<file path="src/rtl/axi4_write_dma.sv">
// AXI4 write DMA: packs AXI-Stream words into AXI beats and writes them
// to memory in INCR bursts, one outstanding burst at a time.
module axi4_write_dma #(
    parameter int AXI_ADDR_WIDTH  = 64,
    parameter int AXI_DATA_WIDTH  = 128,
    parameter int AXI_ID_WIDTH    = 1,
    parameter int AXIS_DATA_WIDTH = 32,
    parameter int MAX_BURST_LEN   = 256
) (
    input  logic                        aclk,
    input  logic                        aresetn,
    input  logic [AXI_ADDR_WIDTH-1:0]   start_addr,
    input  logic [31:0]                 transfer_length,
    input  logic                        start,
    output logic                        done,
    output logic                        error,
    output logic [AXI_ID_WIDTH-1:0]     m_axi_awid,
    output logic [AXI_ADDR_WIDTH-1:0]   m_axi_awaddr,
    output logic [7:0]                  m_axi_awlen,
    output logic [2:0]                  m_axi_awsize,
    output logic [1:0]                  m_axi_awburst,
    output logic                        m_axi_awlock,
    output logic [3:0]                  m_axi_awcache,
    output logic [2:0]                  m_axi_awprot,
    output logic [3:0]                  m_axi_awqos,
    output logic                        m_axi_awvalid,
    input  logic                        m_axi_awready,
    output logic [AXI_DATA_WIDTH-1:0]   m_axi_wdata,
    output logic [AXI_DATA_WIDTH/8-1:0] m_axi_wstrb,
    output logic                        m_axi_wlast,
    output logic                        m_axi_wvalid,
    input  logic                        m_axi_wready,
    input  logic [AXI_ID_WIDTH-1:0]     m_axi_bid,
    input  logic [1:0]                  m_axi_bresp,
    input  logic                        m_axi_bvalid,
    output logic                        m_axi_bready,
    input  logic [AXIS_DATA_WIDTH-1:0]  s_axis_tdata,
    input  logic                        s_axis_tvalid,
    input  logic                        s_axis_tlast,
    output logic                        s_axis_tready
);

    localparam int WPB        = AXI_DATA_WIDTH / AXIS_DATA_WIDTH;
    localparam int WIDX_W     = (WPB > 1) ? $clog2(WPB) : 1;
    localparam int BEAT_BYTES = AXI_DATA_WIDTH / 8;
    localparam int WORD_BYTES = AXIS_DATA_WIDTH / 8;
    localparam logic [2:0] AWSIZE = 3'($clog2(BEAT_BYTES));

    typedef enum logic [2:0] {
        IDLE,
        ISSUE_AW,
        COLLECT,
        SEND_W,
        WAIT_B,
        DONE_STATE
    } state_t;

    state_t state, state_nx;

    logic [AXI_ADDR_WIDTH-1:0] addr_q;
    logic [31:0]               rem_q;
    logic [31:0]               words_q;
    logic [31:0]               total_words_q;
    logic [7:0]                beat_q;
    logic [WIDX_W-1:0]         widx_q;
    logic [AXI_DATA_WIDTH-1:0] buf_q;
    logic                      err_q;

    logic [31:0] beats_rem;
    logic [31:0] burst_beats;
    logic [31:0] burst_bytes;
    logic [7:0]  awlen_c;
    logic        last_word;
    logic        last_beat;
    logic        t_fire;
    logic        w_fire;
    logic        b_fire;
    logic        unused_ok;

    // Burst size is derived from the remaining byte count, which only
    // changes on a B handshake, so it is stable for the whole burst.
    assign beats_rem   = rem_q / 32'(BEAT_BYTES);
    assign burst_beats = (beats_rem > 32'(MAX_BURST_LEN)) ?
                         32'(MAX_BURST_LEN) : beats_rem;
    assign burst_bytes = burst_beats * 32'(BEAT_BYTES);
    assign awlen_c     = 8'(burst_beats - 32'd1);

    assign last_word = (widx_q == WIDX_W'(WPB - 1));
    assign last_beat = (beat_q == awlen_c);
    assign t_fire    = (state == COLLECT) && s_axis_tvalid;
    assign w_fire    = (state == SEND_W) && m_axi_wready;
    assign b_fire    = (state == WAIT_B) && m_axi_bvalid;
    assign unused_ok = ^m_axi_bid;

    always_ff @(posedge aclk) begin
        if (!aresetn) begin
            state <= IDLE;
        end else begin
            state <= state_nx;
        end
    end

    always_comb begin
        state_nx = state;
        unique case (state)
            IDLE: begin
                if (start) begin
                    state_nx = (transfer_length == 32'd0) ?
                               DONE_STATE : ISSUE_AW;
                end
            end
            ISSUE_AW: begin
                if (m_axi_awready) state_nx = COLLECT;
            end
            COLLECT: begin
                if (t_fire && last_word) state_nx = SEND_W;
            end
            SEND_W: begin
                if (m_axi_wready) begin
                    state_nx = last_beat ? WAIT_B : COLLECT;
                end
            end
            WAIT_B: begin
                if (m_axi_bvalid) begin
                    if (m_axi_bresp != 2'b00 || rem_q <= burst_bytes) begin
                        state_nx = DONE_STATE;
                    end else begin
                        state_nx = ISSUE_AW;
                    end
                end
            end
            DONE_STATE: begin
                if (!start) state_nx = IDLE;
            end
            default: state_nx = IDLE;
        endcase
    end

    always_comb begin
        done          = 1'b0;
        error         = 1'b0;
        m_axi_awvalid = 1'b0;
        m_axi_wvalid  = 1'b0;
        m_axi_wlast   = 1'b0;
        m_axi_bready  = 1'b0;
        s_axis_tready = 1'b0;
        unique case (state)
            ISSUE_AW:   m_axi_awvalid = 1'b1;
            COLLECT:    s_axis_tready = 1'b1;
            SEND_W: begin
                m_axi_wvalid = 1'b1;
                m_axi_wlast  = last_beat;
            end
            WAIT_B:     m_axi_bready = 1'b1;
            DONE_STATE: begin
                done  = 1'b1;
                error = err_q;
            end
            default: ;
        endcase
    end

    always_ff @(posedge aclk) begin
        if (!aresetn) begin
            addr_q        <= '0;
            rem_q         <= '0;
            words_q       <= '0;
            total_words_q <= '0;
            beat_q        <= '0;
            widx_q        <= '0;
            buf_q         <= '0;
            err_q         <= 1'b0;
        end else begin
            if (state == IDLE && start) begin
                addr_q        <= start_addr;
                rem_q         <= transfer_length;
                words_q       <= '0;
                total_words_q <= transfer_length / 32'(WORD_BYTES);
                beat_q        <= '0;
                widx_q        <= '0;
                err_q         <= 1'b0;
            end
            if (t_fire) begin
                for (int i = 0; i < WPB; i++) begin
                    if (widx_q == WIDX_W'(i)) begin
                        buf_q[i*AXIS_DATA_WIDTH +: AXIS_DATA_WIDTH] <= s_axis_tdata;
                    end
                end
                widx_q  <= last_word ? '0 : widx_q + 1'b1;
                words_q <= words_q + 32'd1;
                // tlast must mark exactly the final word of the transfer
                if (s_axis_tlast != (words_q == total_words_q - 32'd1)) begin
                    err_q <= 1'b1;
                end
            end
            if (w_fire) begin
                beat_q <= last_beat ? '0 : beat_q + 8'd1;
            end
            if (b_fire) begin
                if (m_axi_bresp != 2'b00) begin
                    err_q <= 1'b1;
                end else begin
                    addr_q <= addr_q + AXI_ADDR_WIDTH'(burst_bytes);
                    rem_q  <= rem_q - burst_bytes;
                end
            end
        end
    end

    assign m_axi_awid    = '0;
    assign m_axi_awaddr  = addr_q;
    assign m_axi_awlen   = awlen_c;
    assign m_axi_awsize  = AWSIZE;
    assign m_axi_awburst = 2'b01;
    assign m_axi_awlock  = 1'b0;
    assign m_axi_awcache = 4'b0011;
    assign m_axi_awprot  = 3'b000;
    assign m_axi_awqos   = 4'b0000;
    assign m_axi_wdata   = buf_q;
    assign m_axi_wstrb   = '1;

endmodule

</file>
<file path="config.mk">
export PLATFORM = sky130hd
export DESIGN_NAME = axi4_write_dma
export DESIGN_NICKNAME = d
export VERILOG_FILES = /design/src/rtl/axi4_write_dma.sv
export SDC_FILE = /design/constraint.sdc
export NUM_CORES = 1
export LEC_CHECK = 0
export ABC_AREA = 1
export CORE_UTILIZATION = 55
export DETAILED_ROUTE_END_ITERATION = 10
export PLACE_DENSITY = 0.86
export SETUP_SLACK_MARGIN = 0.4
export SLEW_MARGIN = 20
export SYNTH_ARGS = -nofsm -noshare
export SYNTH_HDL_FRONTEND = slang
export SYNTH_SLANG_ARGS = --single-unit
</file>
<file path="constraint.sdc">
create_clock -name aclk -period 5.45 [get_ports aclk]
set_input_delay 1.09 -clock aclk [delete_from_list [all_inputs] [get_ports aclk]]
set_output_delay 1.09 -clock aclk [all_outputs]
set_load 0.05 [all_outputs]
</file>
==> impl_metrics.yaml, run 1 <==
floorplanning:
  dieArea_mm2: 0.0327
  dieWidth_um: 181
  core_mm2: 0.0316
  initial_core_util_pct: 55.8
  rows: 65
  num_io_pins: 380
  die_h_um: 181
cells_and_area:
  finalNetCount: 3217
  stdcell_area_mm2: 0.0224
  final_util_pct: 71.1
  layoutNonFillerInstCount: 3471
  syn2layout_area_growth_pct: 27.3
  drive_above_1_share_pct: 4.89
worst_hold_path:
  hold_depth: 2
  worstHoldEndpoint: "rem_q[3]$_SDFFE_PN0P_"
  worstHoldStart: "rem_q[3]$_SDFFE_PN0P_"
  hold_path.class: "reg -> reg"
cts:
  cts_buffer_depth: 3
  cts_resized: 1
  postCtsSetupRepairBufs: 0
  root_buffer: "clkbuf_16"
  clk_pin_slew_ns: 0.06
  clk_latency_ns: 0.54
  cts_buffers: 35
  htreeDepth: 2
  ctsHoldBuffers: 0
  cts_tree: "built"
  clock-sinks: 300
drt:
  wire_per_inst_um: 17.2
  drtIter0Drc: 1798
  drtAntennaViolNets: 0
  num_vias: 19700
  drt_wl_total_um: 59800
  drc: 0
  viasPerCell: 5.68
  firstDrtPassIters: 7
timing:
  slew_headroom_pct: 28.8
  period_share_pct: 87.0
  holdWs_ns: 0.455
  finalSetupTns_ns: 0
  rsz0062_at_grt: "false"
  fmax_ghz: 0.211
  finalSetupViolations: 0
  skew_ns: 0.0195
  period_minus_slack_ns: 4.74
  worstMarginPinSlew_ns: 1.07
  hold_viol: 0
  post-route-worst-setup-slack_ns: 0.709
  slew_violations: 0
logic_synthesis:
  syn_area_mm2: 0.0176
  synth_mux_area_share_pct: 0
  synth_common_cells: "nand2_1, dfxtp_1, inv_1"
  synthXorXnorAreaFrac_pct: 1.79
  synth_top_family_by_area: "simple AND/OR/NAND/NOR gates"
  synth_edf_count: 0
  synth_seq_cells: 300
  syn_inst: 2744
  synth_most_common_cell: "nand2_1"
  synthSimpleGateAreaFrac_pct: 32.9
  ys.flop_type: "dfxtp_1"
  ys_seq_area_share_pct: 34.1
  syn_avg_cell_area_um2: 6.42
  yosysWarnings: 0
  synthArstFlopShare_pct: 0
  synth_area_leader_cell: "dfxtp_1"
  synthDistinctLibCells: 57
  synth.area.top_cells: "dfxtp_1, nand2_1, a21oi_1"
  synth_compound_gate_area_share_pct: 17.6
  synthAdderAreaFrac_pct: 2.74
  synth_top_area_share_pct: 34.1
placed_design:
  portBuffers: 344
  dpl_cell_area_mm2: 0.0212
  pre_cts_ws_ns: 0.775
  place.gp.congestion: 0.947
  dpl.cell_count: 3405
  dp_hpwl_um: 42900
setup_path:
  reg2reg_to: "m_axi_awaddr[63]$_SDFF_PN0_"
  slowest_delay_ns: 0.33
  cp_slowest_cell: "dfxtp_1"
  r2r_setup_slack_ns: 1.00
  worst-path-max-fanout: 13
  cp.arrival_ns: 3.65
  cp-start-kind: "flip-flop"
  reg2reg_from: "rem_q[23]$_SDFF_PN0_"
  crit_path_end_kind: "primary output"
  worstPathRequired_ns: 4.36
  path_buf_inv: 4
  crit_chain: "inv_2 > nand2_1 > nor2_1 > nand2_2 > nor2_4 > nand2_2 > nor2_1 > inv_1 > ha_1 > xor2_1 > nand2_1 > nor2_1 > nand2_1 > nor2_1 > nand2_1 > nor2_4 > nand3_2 > inv_1 > clkbuf_2"
  worstSetupPathType: "reg -> out"
  worst-r2r-cell-count: 22
  crit_family: "simple AND/OR/NAND/NOR gates"
power_and_ir_drop:
  p_leak_nw: 9.27
  ir_worst_vdd_mv: 0.303
  p_total_mw: 8.00
  power.density_mw_per_mm2: 357
global_route:
  grt_max_degree: 135
  grt_pass1_wl_um: 94600
  grt_overflow: 0
  grt_pass1_vias: 18900
  antenna_found_initial: 4
  grt_usage_pct: 35.3
run:
  drv_cap: 0
outcome:
  status: "complete, no violations"
[power breakdown]
part	total (mW)	switching, mW	leakage, nW	internal [mW]
sequential	2.58	0.204	2.44	2.38
clock	2.49	0.992	0.609	1.50
combinational	2.93	2.02	6.22	0.911
total	8.00	3.21	9.27	4.79
[tightest hold or removal path, cell delays in order (launching register included)]
cell and delay, ns:
dfxtp_1 0.31, inv_1 0.05, a21oi_1 0.05
[placed cells by master (no fill, tap or decap), drive strengths merged, types with 23 or more instances in the layout]
master           n
clkbuf          52
buf             23
conb            54
xor2            24
nand4           33
a31oi           31
clkdlybuf4s50  342
nand2          663
ha              37
nand3          245
nor3            41
dfxtp          300
a21oi          259
inv            309
o21ai          195
nor2           314
[layer usage]
layer / part of all wire, % / track usage, %
met3: 8.5 / 7.50
met1: 40 / 42.5
met4: 4.5 / 17.2
met2: 47 / 59.7
met5: 0 / 0
[flip-flops by register name, summed over array words and instances (netlist names)]
| signal | cells |
|---|---|
| widx_q | 2 |
| m_axi_awaddr | 64 |
| m_axi_wdata | 128 |
| err_q | 1 |
| total_words_q | 30 |
| rem_q | 32 |
| words_q | 32 |
| state | 3 |
| beat_q | 8 |
[cell type report]
cell class,instances,area [um^2]
diodes,4,10.0
repair buffers,366,3610
flip-flops and latches,300,6010
well taps,402,503
fillers,2665,9130
inverters,305,1150
multi-input cells,2032,9920
clock inverters,11,168
clock buffers,51,1060
[worst max path at each step]
stage                                     from          end  slack [ns]  depth (start not counted)
after floorplan            rem_q[4]$_SDFF_PN0_  m_axi_wlast        1.51                         15
after detailed placement  rem_q[14]$_SDFF_PN0_  m_axi_wlast        0.78                         19
final                     rem_q[24]$_SDFF_PN0_  m_axi_wlast        0.71                         19
after CTS                 rem_q[14]$_SDFF_PN0_  m_axi_wlast        0.48                         19
after global routing      rem_q[14]$_SDFF_PN0_  m_axi_wlast        0.41                         19
after global placement    rem_q[14]$_SDFF_PN0_  m_axi_wlast        0.81                         19
[cells by family after synthesis]
family / Yosys count
compound gates: 563
xor+xnor: 36
fa+ha+maj: 38
buf+inv: 464
flops: 300
other cells: 2
simple gates: 1341
Power figures use the tool's default switching activity.
==> inputs of run 2 (changes only) <==
- ABC_AREA: 1 -> default
- CORE_ASPECT_RATIO: default -> 1.1
- CTS_CLUSTER_SIZE: default -> 10
- PLACE_DENSITY: 0.86 -> 0.87
==> run 2 against run 1 <==
Effect of this change:
- largest cell class unchanged
- utilization up 2.8 points
- count of clock-buffer cells in the layout is 8 lower
- sequential cell count unchanged
- setup slack worse by 0.61 ns
- clock skew down 0.0086 ns
- synthesized area down 9.8%
- worst hold slack got worse by 0.0037 ns
- routed wire length shrank 8.7%
==> impl_metrics.yaml, run 2 <==
outcome:
  status: "complete, no violations"
timing:
  slew_violations: 0
  slew_headroom_pct: 34.3
  worstMarginPinSlew_ns: 0.986
  hold_viol: 0
  fmax_ghz: 0.187
  holdWs_ns: 0.452
  skew_ns: 0.0108
  period_share_pct: 98.2
  rsz0062_at_grt: "true"
  post-route-worst-setup-slack_ns: 0.0981
  finalSetupViolations: 0
  period_minus_slack_ns: 5.35
cts:
  root_buffer: "clkbuf_16"
  cts_buffers: 37
  htreeDepth: 2
  cts_buffer_depth: 3
  cts_tree: "built"
  clock-sinks: 300
  clk_latency_ns: 0.52
  ctsHoldBuffers: 0
  clk_pin_slew_ns: 0.06
floorplanning:
  initial_core_util_pct: 56.6
  num_io_pins: 380
  core_mm2: 0.0281
  dieWidth_um: 164
  rows: 64
  die_h_um: 180
  dieArea_mm2: 0.0296
placed_design:
  dp_hpwl_um: 37400
  pre_cts_ws_ns: 0.192
  place.gp.congestion: 0.945
  portBuffers: 344
  dpl.cell_count: 2735
logic_synthesis:
  syn_inst: 2117
  synth_compound_gate_area_share_pct: 21.7
  synthDistinctLibCells: 82
  syn_avg_cell_area_um2: 7.51
  synthSimpleGateAreaFrac_pct: 26.7
  synthXorXnorAreaFrac_pct: 4.16
  synth_seq_cells: 300
  synth_edf_count: 0
  synth_mux_area_share_pct: 1.02
  synthAdderAreaFrac_pct: 3.04
  synthArstFlopShare_pct: 0
  syn_area_mm2: 0.0159
  synth_top_family_by_area: "simple AND/OR/NAND/NOR gates"
  yosysWarnings: 0
  synth_common_cells: "nand2_1, dfxtp_1, a21oi_1"
  ys_seq_area_share_pct: 37.8
  synth.area.top_cells: "dfxtp_1, nand2_1, a21oi_1"
  synth_top_area_share_pct: 37.8
  synth_area_leader_cell: "dfxtp_1"
  synth_most_common_cell: "nand2_1"
  ys.flop_type: "dfxtp_1"
global_route:
  antenna_found_initial: 4
  grt_pass1_vias: 16400
  grt_usage_pct: 35.7
  grt_max_degree: 166
  grt.met1_usage_pct: 42.6
  busiest_layer: "met2"
  grt_overflow: 0
  grt_pass1_wl_um: 85000
  met2_usage_pct: 58.7
  grtUsageMet3_pct: 10.4
worst_hold_path:
  hold_depth: 2
  hold_path.class: "reg -> reg"
  worstHoldEndpoint: "m_axi_wdata[61]$_SDFFE_PN0P_"
  worstHoldStart: "m_axi_wdata[61]$_SDFFE_PN0P_"
drt:
  viasPerCell: 6.10
  drtIter0Drc: 1812
  drtAntennaViolNets: 0
  num_vias: 17100
  drt_wl_total_um: 54600
  wire_per_inst_um: 19.4
  firstDrtPassIters: 6
  drc: 0
setup_path:
  reg2reg_from: "rem_q[21]$_SDFF_PN0_"
  worst-r2r-cell-count: 16
  reg2reg_to: "m_axi_awaddr[37]$_SDFF_PN0_"
  cp-start-kind: "flip-flop"
  worst-path-max-fanout: 6
  crit_path_end_kind: "primary output"
  worstPathRequired_ns: 4.36
  worstSetupPathType: "reg -> out"
  r2r_setup_slack_ns: 0.48
  cp.arrival_ns: 4.26
power_and_ir_drop:
  p_leak_nw: 7.56
  p_total_mw: 5.98
  power.density_mw_per_mm2: 288
  ir_worst_vdd_mv: 0.281
cells_and_area:
  syn2layout_area_growth_pct: 30.7
  final_cell_mix: "nand2_1, clkdlybuf4s50_1, dfxtp_1, a21oi_1, nor2_1"
  largest_reg_flops: 128
  mostFrequentLayoutCell: "nand2_1"
  drive_above_1_share_pct: 6.31
  finalNetCount: 2609
  layoutNonFillerInstCount: 2809
run:
  drv_cap: 0
-- run 2: changes by cell type in the layout (fill, tap and decap cells not counted), sizes merged, moves of 16 or more --
| cell | change |
|---|---|
| xnor2 | +36 |
| a311oi | +16 |
| nand3 | -177 |
| or4 | +17 |
| nand2 | -165 |
| buf | +32 |
| a21oi | +18 |
| and2 | +20 |
| a21o | +22 |
| inv | -283 |
| o21ai | -135 |
| nor2 | -188 |
| and3 | +37 |
-- run 2: timing repair --
action	in CTS	in global routing
resized for setup	16	12
endpoints found under the setup margin	15	19
setup buffers	11	10
pin swaps	10	9
-- run 2: layer usage --
layer,part of all wire [%],vias to the layer above,routed length [um]
met2,47,915,25600
met3,11,164,6150
met5,0,-,0
li1,-,8031,-
met1,38,8038,20600
met4,4.2,0,2300
-- run 2: final cells by class --
class / instances / area, um^2
Timing Repair Buffer: 397 / 3850
Clock buffer: 43 / 948
Fill cell: 2102 / 7330
Sequential cell: 300 / 6010
Antenna cell: 5 / 12.5
Multi-Input combinational cell: 1671 / 9350
Tap cell: 363 / 454
Inverter: 25 / 109
Clock inverter: 5 / 36.3
-- run 2: logic make-up (layout without fill, tap and decap cells) --
family,after synthesis,count (layout)
compound gates,557,557
xor+xnor,74,74
fa+ha+maj,38,38
buf+inv,198,470
flops,300,300
mux,15,15
other cells,2,59
simple gates,933,933
-- run 2: worst max path at each step --
stage,start,end,cells past startpoint
after global placement,rem_q[22]$_SDFF_PN0_,m_axi_awaddr[53]$_SDFF_PN0_,16
after global routing,rem_q[21]$_SDFF_PN0_,m_axi_wlast,14
after CTS,rem_q[26]$_SDFF_PN0_,m_axi_wlast,14
after detailed placement,rem_q[21]$_SDFF_PN0_,m_axi_awaddr[53]$_SDFF_PN0_,15
after floorplan,rem_q[21]$_SDFF_PN0_,m_axi_wlast,14
final,rem_q[21]$_SDFF_PN0_,m_axi_wlast,14
-- run 2: power breakdown --
part           internal [mW]  switching (mW)  total [mW]
clock                   1.22           0.914        2.14
sequential              2.29           0.128        2.42
combinational          0.528           0.897        1.43
-- run 2: worst max-delay path, stage by stage, from the launching register on --
cell	delay [ns]
dfxtp_2	0.33
or4_4	0.57
or4_4	0.57
nor4_4	0.32
and2_4	0.22
clkinvlp_4	0.10
ha_4	0.19
nor2b_1	0.13
a221o_1	0.33
a211o_4	0.30
xnor2_2	0.13
and4_4	0.28
nand2_4	0.06
clkinvlp_4	0.08
buf_12	0.13
-- run 2: through the flow --
stage	setup TNS (ns)	util [%]	instance area (um^2)
after floorplan	0	-	16200
after global placement	0	69.5	19500
after detailed placement	0	69.5	19500
after CTS	0	73.5	20700
after global routing	-0.00828	73.9	20800
final	0	73.9	20800
==> inputs of run 3 (changes only) <==
- GPL_TIMING_DRIVEN: default -> 0
==> run 3 against run 2 <==
Effect of this change:
- the run now ends with negative setup slack left
- register-to-register slack barely moved
- cell count rose by 5.1%
- sequential cell count is the same
- sequential share of layout area decreased by 0.93 points
- power grew 2.2%
- global-route usage grew 5.8 points
- setup slack got worse by 0.10 ns
- clock power barely moved
- worst hold slack better by 0.0058 ns
- utilization increased by 2.4 points
- clock skew is 0.015 ns higher
- largest cell class unchanged
==> impl_metrics.yaml, run 3 (same netlist as run 2, synthesis figures left out) <==
cts:
  cts_buffers: 36
  clk_latency_ns: 0.53
  htreeDepth: 2
  cts_tree: "built"
  root_buffer: "clkbuf_16"
  clk_pin_slew_ns: 0.06
  clock-sinks: 300
  cts_buffer_depth: 3
cells_and_area:
  num-fill-cells: 2113
  syn2layout_area_growth_pct: 35.0
  drive_above_1_share_pct: 6.70
  final_cell_mix: "nand2_1, clkdlybuf4s50_1, dfxtp_1, a21oi_1, nor2_1"
  stdcell_area_mm2: 0.0215
  finalNetCount: 2754
  mostFrequentLayoutCell: "nand2_1"
  largest_reg_flops: 128
setup_path:
  slowest_delay_ns: 0.55
  crit_path_end_kind: "primary output"
  worstSetupPathType: "reg -> out"
  cp-start-kind: "flip-flop"
  worst-r2r-cell-count: 15
  worst-path-max-fanout: 5
  critPathLaunch: "rem_q[21]$_SDFF_PN0_"
  crit_chain: "or4_4 > or4_4 > buf_8 > nor4_4 > buf_4 > and2_4 > clkinvlp_4 > ha_4 > nor2b_1 > a221o_1 > a211o_4 > xnor2_2 > and4_4 > nand2_4 > clkinvlp_4 > buf_8"
  reg2reg_from: "rem_q[27]$_SDFF_PN0_"
  worstPathRequired_ns: 4.36
  r2r_setup_slack_ns: 0.49
  cp.arrival_ns: 4.36
  cp_slowest_cell: "or4_4"
  reg2reg_to: "m_axi_awaddr[53]$_SDFF_PN0_"
  endpoint: "m_axi_wlast"
floorplanning:
  rows: 64
  initial_core_util_pct: 56.6
  num_io_pins: 380
  core_mm2: 0.0281
  dieWidth_um: 164
  dieArea_mm2: 0.0296
  die_h_um: 180
timing:
  slew_violations: 0
  skew_ns: 0.0256
  period_minus_slack_ns: 5.45
  period_share_pct: 100
  fmax_ghz: 0.183
  finalSetupViolations: 1
  slew_headroom_pct: 36.1
  hold_viol: 0
  worstMarginPinSlew_ns: 0.959
  post-route-worst-setup-slack_ns: -0.00459
  rsz0062_at_grt: "true"
drt:
  drt_wl_total_um: 63800
  drc: 0
  num_vias: 18400
  drtAntennaViolNets: 0
  firstDrtPassIters: 6
  viasPerCell: 6.23
  drtIter0Drc: 2122
  wire_per_inst_um: 21.6
global_route:
  antenna_found_initial: 4
  grt_overflow: 0
  grt_pass1_wl_um: 95300
  grt_pass1_vias: 17100
  grt_max_degree: 11
  grt_usage_pct: 41.5
power_and_ir_drop:
  combinationalPowerShare_pct: 25.8
  internal-power_mw: 4.07
  seq_power_share_pct: 39.5
  power.density_mw_per_mm2: 285
  p_clk_share_pct: 34.7
  p_leak_nw: 7.79
  p_total_mw: 6.11
  power_switching_mw: 2.04
  swShare_pct: 33.4
  ir_worst_vdd_mv: 0.253
placed_design:
  portBuffers: 344
  pre_cts_ws_ns: -0.994
  dpl_cell_area_mm2: 0.0201
  place.gp.congestion: 1.03
  dp_hpwl_um: 46900
worst_hold_path:
  hold_path.class: "reg -> reg"
  hold_depth: 2
outcome:
  status: "complete, but fails checks"
  violations: "negative setup slack"
run:
  drv_cap: 0
[run 3: cell count changes in the layout (fill, tap and decap cells not counted), sizes merged]
| cell | before | now |
|---|---|---|
| dlygate4sd2 | 0 | 1 |
| clkbuf | 44 | 166 |
| buf | 55 | 77 |
| inv | 26 | 24 |
| dlymetal6s2s | 1 | 0 |
| diode | 5 | 6 |
[run 3: how the worst min path moves through the flow]
stage | end | start | slack, ns
finish | m_axi_wdata[40]$_SDFFE_PN0P_ | m_axi_wdata[40]$_SDFFE_PN0P_ | 0.46
global route | m_axi_wdata[98]$_SDFFE_PN0P_ | m_axi_wdata[98]$_SDFFE_PN0P_ | 0.47
CTS | m_axi_wdata[45]$_SDFFE_PN0P_ | m_axi_wdata[45]$_SDFFE_PN0P_ | 0.45
detailed placement | m_axi_wdata[69]$_SDFFE_PN0P_ | m_axi_wdata[69]$_SDFFE_PN0P_ | 0.45
global placement | m_axi_wdata[94]$_SDFFE_PN0P_ | m_axi_wdata[94]$_SDFFE_PN0P_ | 0.44
floorplan | rem_q[2]$_SDFFE_PN0P_ | rem_q[2]$_SDFFE_PN0P_ | 0.44
[run 3: routing by layer]
| metal | global-route usage [%] | share of wire, % |
|---|---|---|
| met3 | 12.4 | 12 |
| met5 | 0 | 0 |
| met1 | 46.7 | 35 |
| met4 | 25.8 | 7.1 |
| met2 | 68.0 | 46 |
[run 3: per-stage QoR]
step	hold slack (ns)	std cells	TNS, ns	utilization [%]
global placement	0.441	2876	-6.86	71.4
finish	0.457	2952	-0.00459	76.3
global route	0.468	2949	-0.0880	76.3
CTS	0.454	2932	0	75.6
floorplan	0.436	2169	0	-
detailed placement	0.446	2876	-8.25	71.4
[run 3: power groups by stage]
| stage | clock network [mW] | registers [mW] | logic (mW) |
|---|---|---|---|
| after floorplan | 0 | 2.59 | 0.784 |
| after global placement | 0 | 2.44 | 1.43 |
| after detailed placement | 0 | 2.45 | 1.45 |
| after CTS | 2.11 | 2.40 | 1.49 |
| after global routing | 2.20 | 2.42 | 1.66 |
| final | 2.12 | 2.41 | 1.58 |
[run 3: area by class of cell]
type / instances / area [um^2] / area share [%]
multi-input cells: 1671 / 9420 / 43.9
repair buffers: 370 / 3650 / 17.0
clock inverters: 3 / 30.0 / 0.140
well taps: 363 / 454 / 2.12
diodes: 6 / 15.0 / 0.0700
plain buffers: 173 / 841 / 3.92
flip-flops and latches: 300 / 6010 / 28.0
inverters: 25 / 101 / 0.472
clock buffers: 41 / 940 / 4.38
[run 3: worst max-delay path, delay by kind of cell (launching register included)]
kind	cells	cell delay, ns
and+or+nand+nor	7	1.95
AOI/OAI and AO/OA	2	0.60
xor gates and xnor gates	1	0.13
adders and majority gates	1	0.19
buffers and inverters	5	0.64
DFF	1	0.33
[run 3: what timing repair did]
item	CTS	global route
resized for setup	44	31
buffers inserted	12	14
pin swaps	7	9
endpoints found under the setup margin	42	32
hold buffers	0	0
